### src/rtl/polar_clip_mul_arbiter.sv
// Round-robin arbiter sharing one 3-stage signed 16x16 multiplier among NUM_REQ requesters.
// Handshakes: a transfer happens on a rising edge where valid and ready are both high; the whole pipeline stalls while res_valid && !res_ready.
module polar_clip_mul_arbiter #(
  parameter int NUM_REQ = 4,
  parameter int ID_W    = 2
) (
  input  logic                   clk,
  input  logic                   reset,
  input  logic [NUM_REQ-1:0]     req_valid,
  output logic [NUM_REQ-1:0]     req_ready,
  input  logic [16*NUM_REQ-1:0]  req_a,
  input  logic [16*NUM_REQ-1:0]  req_b,
  output logic                   res_valid,
  input  logic                   res_ready,
  output logic [ID_W-1:0]        res_id,
  output logic [31:0]            res_data,
  output logic                   busy
);

  logic                w_ce;
  logic                w_found;
  logic [ID_W-1:0]     w_grant;
  logic signed [15:0]  w_a;
  logic signed [15:0]  w_b;
  logic signed [31:0]  w_prod;

  logic [ID_W-1:0]     r_last;
  logic signed [15:0]  r_a;
  logic signed [15:0]  r_b;
  logic signed [31:0]  r_p2;
  logic signed [31:0]  r_p3;
  logic                r_v1;
  logic                r_v2;
  logic                r_v3;
  logic [ID_W-1:0]     r_id1;
  logic [ID_W-1:0]     r_id2;
  logic [ID_W-1:0]     r_id3;

  assign w_ce = !r_v3 || res_ready;

  // First pass looks above r_last, second pass wraps around to the lowest index.
  always_comb begin
    w_found = 1'b0;
    w_grant = '0;
    for (int i = 0; i < NUM_REQ; i++) begin
      if (!w_found && req_valid[i] && (ID_W'(i) > r_last)) begin
        w_found = 1'b1;
        w_grant = ID_W'(i);
      end
    end
    for (int i = 0; i < NUM_REQ; i++) begin
      if (!w_found && req_valid[i]) begin
        w_found = 1'b1;
        w_grant = ID_W'(i);
      end
    end
  end

  always_comb begin
    req_ready = '0;
    for (int i = 0; i < NUM_REQ; i++) begin
      req_ready[i] = !reset && w_ce && w_found && (w_grant == ID_W'(i));
    end
  end

  always_comb begin
    w_a = '0;
    w_b = '0;
    for (int i = 0; i < NUM_REQ; i++) begin
      if (w_grant == ID_W'(i)) begin
        w_a = req_a[16*i +: 16];
        w_b = req_b[16*i +: 16];
      end
    end
  end

  assign w_prod = $signed({{16{r_a[15]}}, r_a}) * $signed({{16{r_b[15]}}, r_b});

  // Every stage, bubbles included, moves only on w_ce so nothing is lost under backpressure.
  always_ff @(posedge clk) begin
    if (reset) begin
      r_last <= ID_W'(NUM_REQ - 1);
      r_a    <= '0;
      r_b    <= '0;
      r_p2   <= '0;
      r_p3   <= '0;
      r_v1   <= 1'b0;
      r_v2   <= 1'b0;
      r_v3   <= 1'b0;
      r_id1  <= '0;
      r_id2  <= '0;
      r_id3  <= '0;
    end else if (w_ce) begin
      r_v1  <= w_found;
      r_id1 <= w_grant;
      r_a   <= w_a;
      r_b   <= w_b;
      r_v2  <= r_v1;
      r_id2 <= r_id1;
      r_p2  <= w_prod;
      r_v3  <= r_v2;
      r_id3 <= r_id2;
      r_p3  <= r_p2;
      if (w_found) begin
        r_last <= w_grant;
      end
    end
  end

  assign res_valid = r_v3;
  assign res_id    = r_id3;
  assign res_data  = r_p3;
  assign busy      = r_v1 || r_v2 || r_v3;

endmodule

### config.mk
export PLATFORM = sky130hd
export DESIGN_NAME = polar_clip_mul_arbiter
export DESIGN_NICKNAME = d
export VERILOG_FILES = /design/src/rtl/polar_clip_mul_arbiter.sv
export SDC_FILE = /design/constraint.sdc
export NUM_CORES = 1
export LEC_CHECK = 0
export BUFFER_PORTS_ARGS = -buffer_cell sky130_fd_sc_hd__buf_4
export CAP_MARGIN = 25
export CORE_MARGIN = 2
export CORE_UTILIZATION = 35
export CTS_BUF_LIST = sky130_fd_sc_hd__clkbuf_16
export CTS_CLUSTER_DIAMETER = 80
export DETAILED_ROUTE_END_ITERATION = 6
export GPL_ROUTABILITY_DRIVEN = 0
export PLACE_DENSITY = 0.49
export SLEW_MARGIN = 10
export SYNTH_ARGS = -nofsm -noshare
export SYNTH_HDL_FRONTEND = slang
export SYNTH_SLANG_ARGS = --single-unit
### constraint.sdc
create_clock -name clk -period 15.2 [get_ports clk]
set_clock_uncertainty 0.15 [all_clocks]
set_input_delay 0.76 -clock clk [delete_from_list [all_inputs] [get_ports clk]]
set_output_delay 0.76 -clock clk [all_outputs]
set_load 0.03 [all_outputs]
==> flow_metrics.tcl <==
set metrics [dict create \
    grtUsageTotal_pct 19.8 \
    place_area_mm2 0.0161 \
    synth_commonest_cells "309 x nand2_1, 278 x inv_1, 262 x fa_1" \
    yosysSeqAreaShare_pct 14.9 \
    relSlewSlack_pct 39.6 \
    slew_violations 0 \
    crit_fanout 17 \
    overflow 0 \
    cts_resized 0 \
    areaGrowthSynthToFinish_pct 14.4 \
    maxCapViolCount 0 \
    period_share_pct 44.5 \
    drtIter0Drc 442 \
    syn_nets 2170 \
    period_needed_ps 6770 \
    cts-buffers-inserted 9 \
    dp_hpwl_mm 33.4 \
    ys_ff_latch 107 \
    clockBufferDepth 2 \
    status "finished, final reports clean" \
    drive_gt1_share_pct 12.5 \
    io_buffers 174 \
    fp.coreArea_mm2 0.0407 \
    required_ps 15330 \
    yosys.area.top_type "fa_1" \
    final_area_mm2 0.0165 \
    first_pass_iters 5 \
    die_w_um 207 \
    end_kind "flop" \
    cts.sinks 107 \
    synth.area.top_cells "fa_1 36%, dfxtp_1 15%, nand2_1 8.1%" \
    clk_pin_slew_ps 80 \
    synth.distinct_cells 65 \
    hold_path_class "reg -> reg" \
    drcViolationCount 0 \
    dieArea_mm2 0.0428 \
    yosysMostFrequentCell "nand2_1" \
    cp.arrival_ps 6900 \
    r2r_slack_ps 8430 \
    grt_pass1_wl_mm 65.6 \
    grt_antenna_before_repair 0 \
    cts_tree "built" \
    synth_edf_count 0 \
    timing_worst_setup_path_type "reg -> reg" \
    wl_mm 40.2 \
    rows 74 \
    rsz0062_at_grt "false" \
    pin_count 175 \
    ant_nets 0 \
    p_leak_nw 7.99 \
    clk_latency_ps 370 \
    critPathLaunchType "flop" \
    synthCells 1691 \
    ir_worst_vdd_mv 0.126 \
    worstMarginPinSlew_ps 905 \
    wl_per_cell_um 17.2 \
    antennaDiodeCount 0 \
    hold_viol_final 0 \
    finalSetupViolCount 0 \
    grt_max_degree 73 \
    root_buffer "clkbuf_16" \
    power_density_mw_per_mm2 163 \
    h-tree-depth 3 \
    postCtsHoldBufs 0 \
    ys.flop_type "dfxtp_1" \
    synth_area_mm2 0.0144 \
    grt_pass1_vias 12100 \
    vias_per_cell 4.89 \
    ys.warnings.count 0 \
    fill_cells 4196 \
    cts_setup_buffers 0 \
    finalSetupTns_ps 0 \
    initial_utilization_pct 35.3 \
    async_flop_share_pct 0 \
    timing.fmax_mhz 148 \
    die_y_um 207 \
    synth_top_area_share_pct 36.4 \
    via_count 11400 \
    syn_avg_cell_area_um2 8.51 \
    fin_nets 2277 \
]
==> critical path, cell delays in order, from the launching register on <==
cell	delay (ps)
dfxtp_1	730
nand2_1	200
inv_1	160
fa_1	550
fa_1	910
fa_1	530
fa_1	510
fa_1	490
inv_1	50
fa_1	470
inv_1	50
ha_1	330
a21o_1	210
a21oi_1	220
o21ai_0	110
a32o_2	270
nor3_4	270
o31ai_2	120
xnor2_1	150
a211oi_2	200
==> through the flow <==
stage	total power [W]	hold WS (ps)	std cells	setup WS [ps]	utilization (%)
final	0.00269	303	2335	8430	40.4
after global routing	0.00299	326	2335	8050	40.4
after CTS	0.00275	306	2334	8430	40.4
after detailed placement	0.00248	295	2318	8470	39.6
after global placement	0.00246	289	2318	8520	39.6
after floorplan	0.00192	281	1691	9030	-
==> metal layers <==
layer / up-vias / share of wire [%] / routed length, µm / GRT usage, %
met5: - / 0 / 0 / 0
met4: 0 / 1.3 / 527 / 3.88
met3: 19 / 4.4 / 1760 / 3.12
met2: 242 / 50 / 20300 / 35.2
met1: 5697 / 44 / 17600 / 25.4
li1: 5455 / - / - / -
==> sequential cells by signal (all words and copies together) (netlist names), 2 cells and up <==
register  flops
res_data     32
r_id1         2
r_last        2
res_id        2
r_id2         2
r_p2         32
r_a          16
r_b          16
==> area by class of cell <==
type	count	area (µm²)	share of cell area, %
clock buffers	9	225	1.37
clock inverters	7	105	0.638
inverters	279	1050	6.36
multi-input cells	1217	10900	66.1
flip-flops and latches	107	2140	13.0
well taps	532	666	4.04
repair buffers	184	1390	8.43
==> kinds of logic (layout without fill, tap and decap cells) <==
family	Yosys count	after routing	share of synthesized area, %
AND/OR/NAND/NOR	542	542	17.1
buffers and inverters	367	479	9.61
adder cells (fa/ha/maj)	344	344	43.6
AO/OA/AOI/OAI	300	300	12.9
flip-flops	107	107	14.9
XOR/XNOR	30	30	1.83
multiplexers	1	1	0.0695
==> layout by cell type, fill, tap and decap left out, drive strengths merged, types with 7 or more instances in the layout <==
cell    instances
nor2           71
a211oi         44
buf           184
o21ai          86
xnor2          26
inv           282
nor3            7
dfxtp         107
a21oi         126
clkbuf          9
and2          122
a21o            8
nand2         309
fa            262
ha             82
==> power breakdown <==
part | switching, W | internal (W)
combinational | 0.00113 | 0.000858
sequential | 0.0000959 | 0.000346
clock | 0.000126 | 0.000134
==> final timing paths <==
| kind | cells after the start | from | to |
|---|---|---|---|
| setup / recovery | 19 | r_a[15]$_SDFFE_PP0N_ | r_p2[31]$_SDFFE_PP0N_ |
| hold / removal | 2 | r_p2[0]$_SDFFE_PP0N_ | r_p2[0]$_SDFFE_PP0N_ |
| setup reg to reg | 19 | r_a[15]$_SDFFE_PP0N_ | r_p2[31]$_SDFFE_PP0N_ |
| hold reg to reg | 2 | r_p2[0]$_SDFFE_PP0N_ | r_p2[0]$_SDFFE_PP0N_ |
Note: power is estimated with default switching activity, not from simulation.
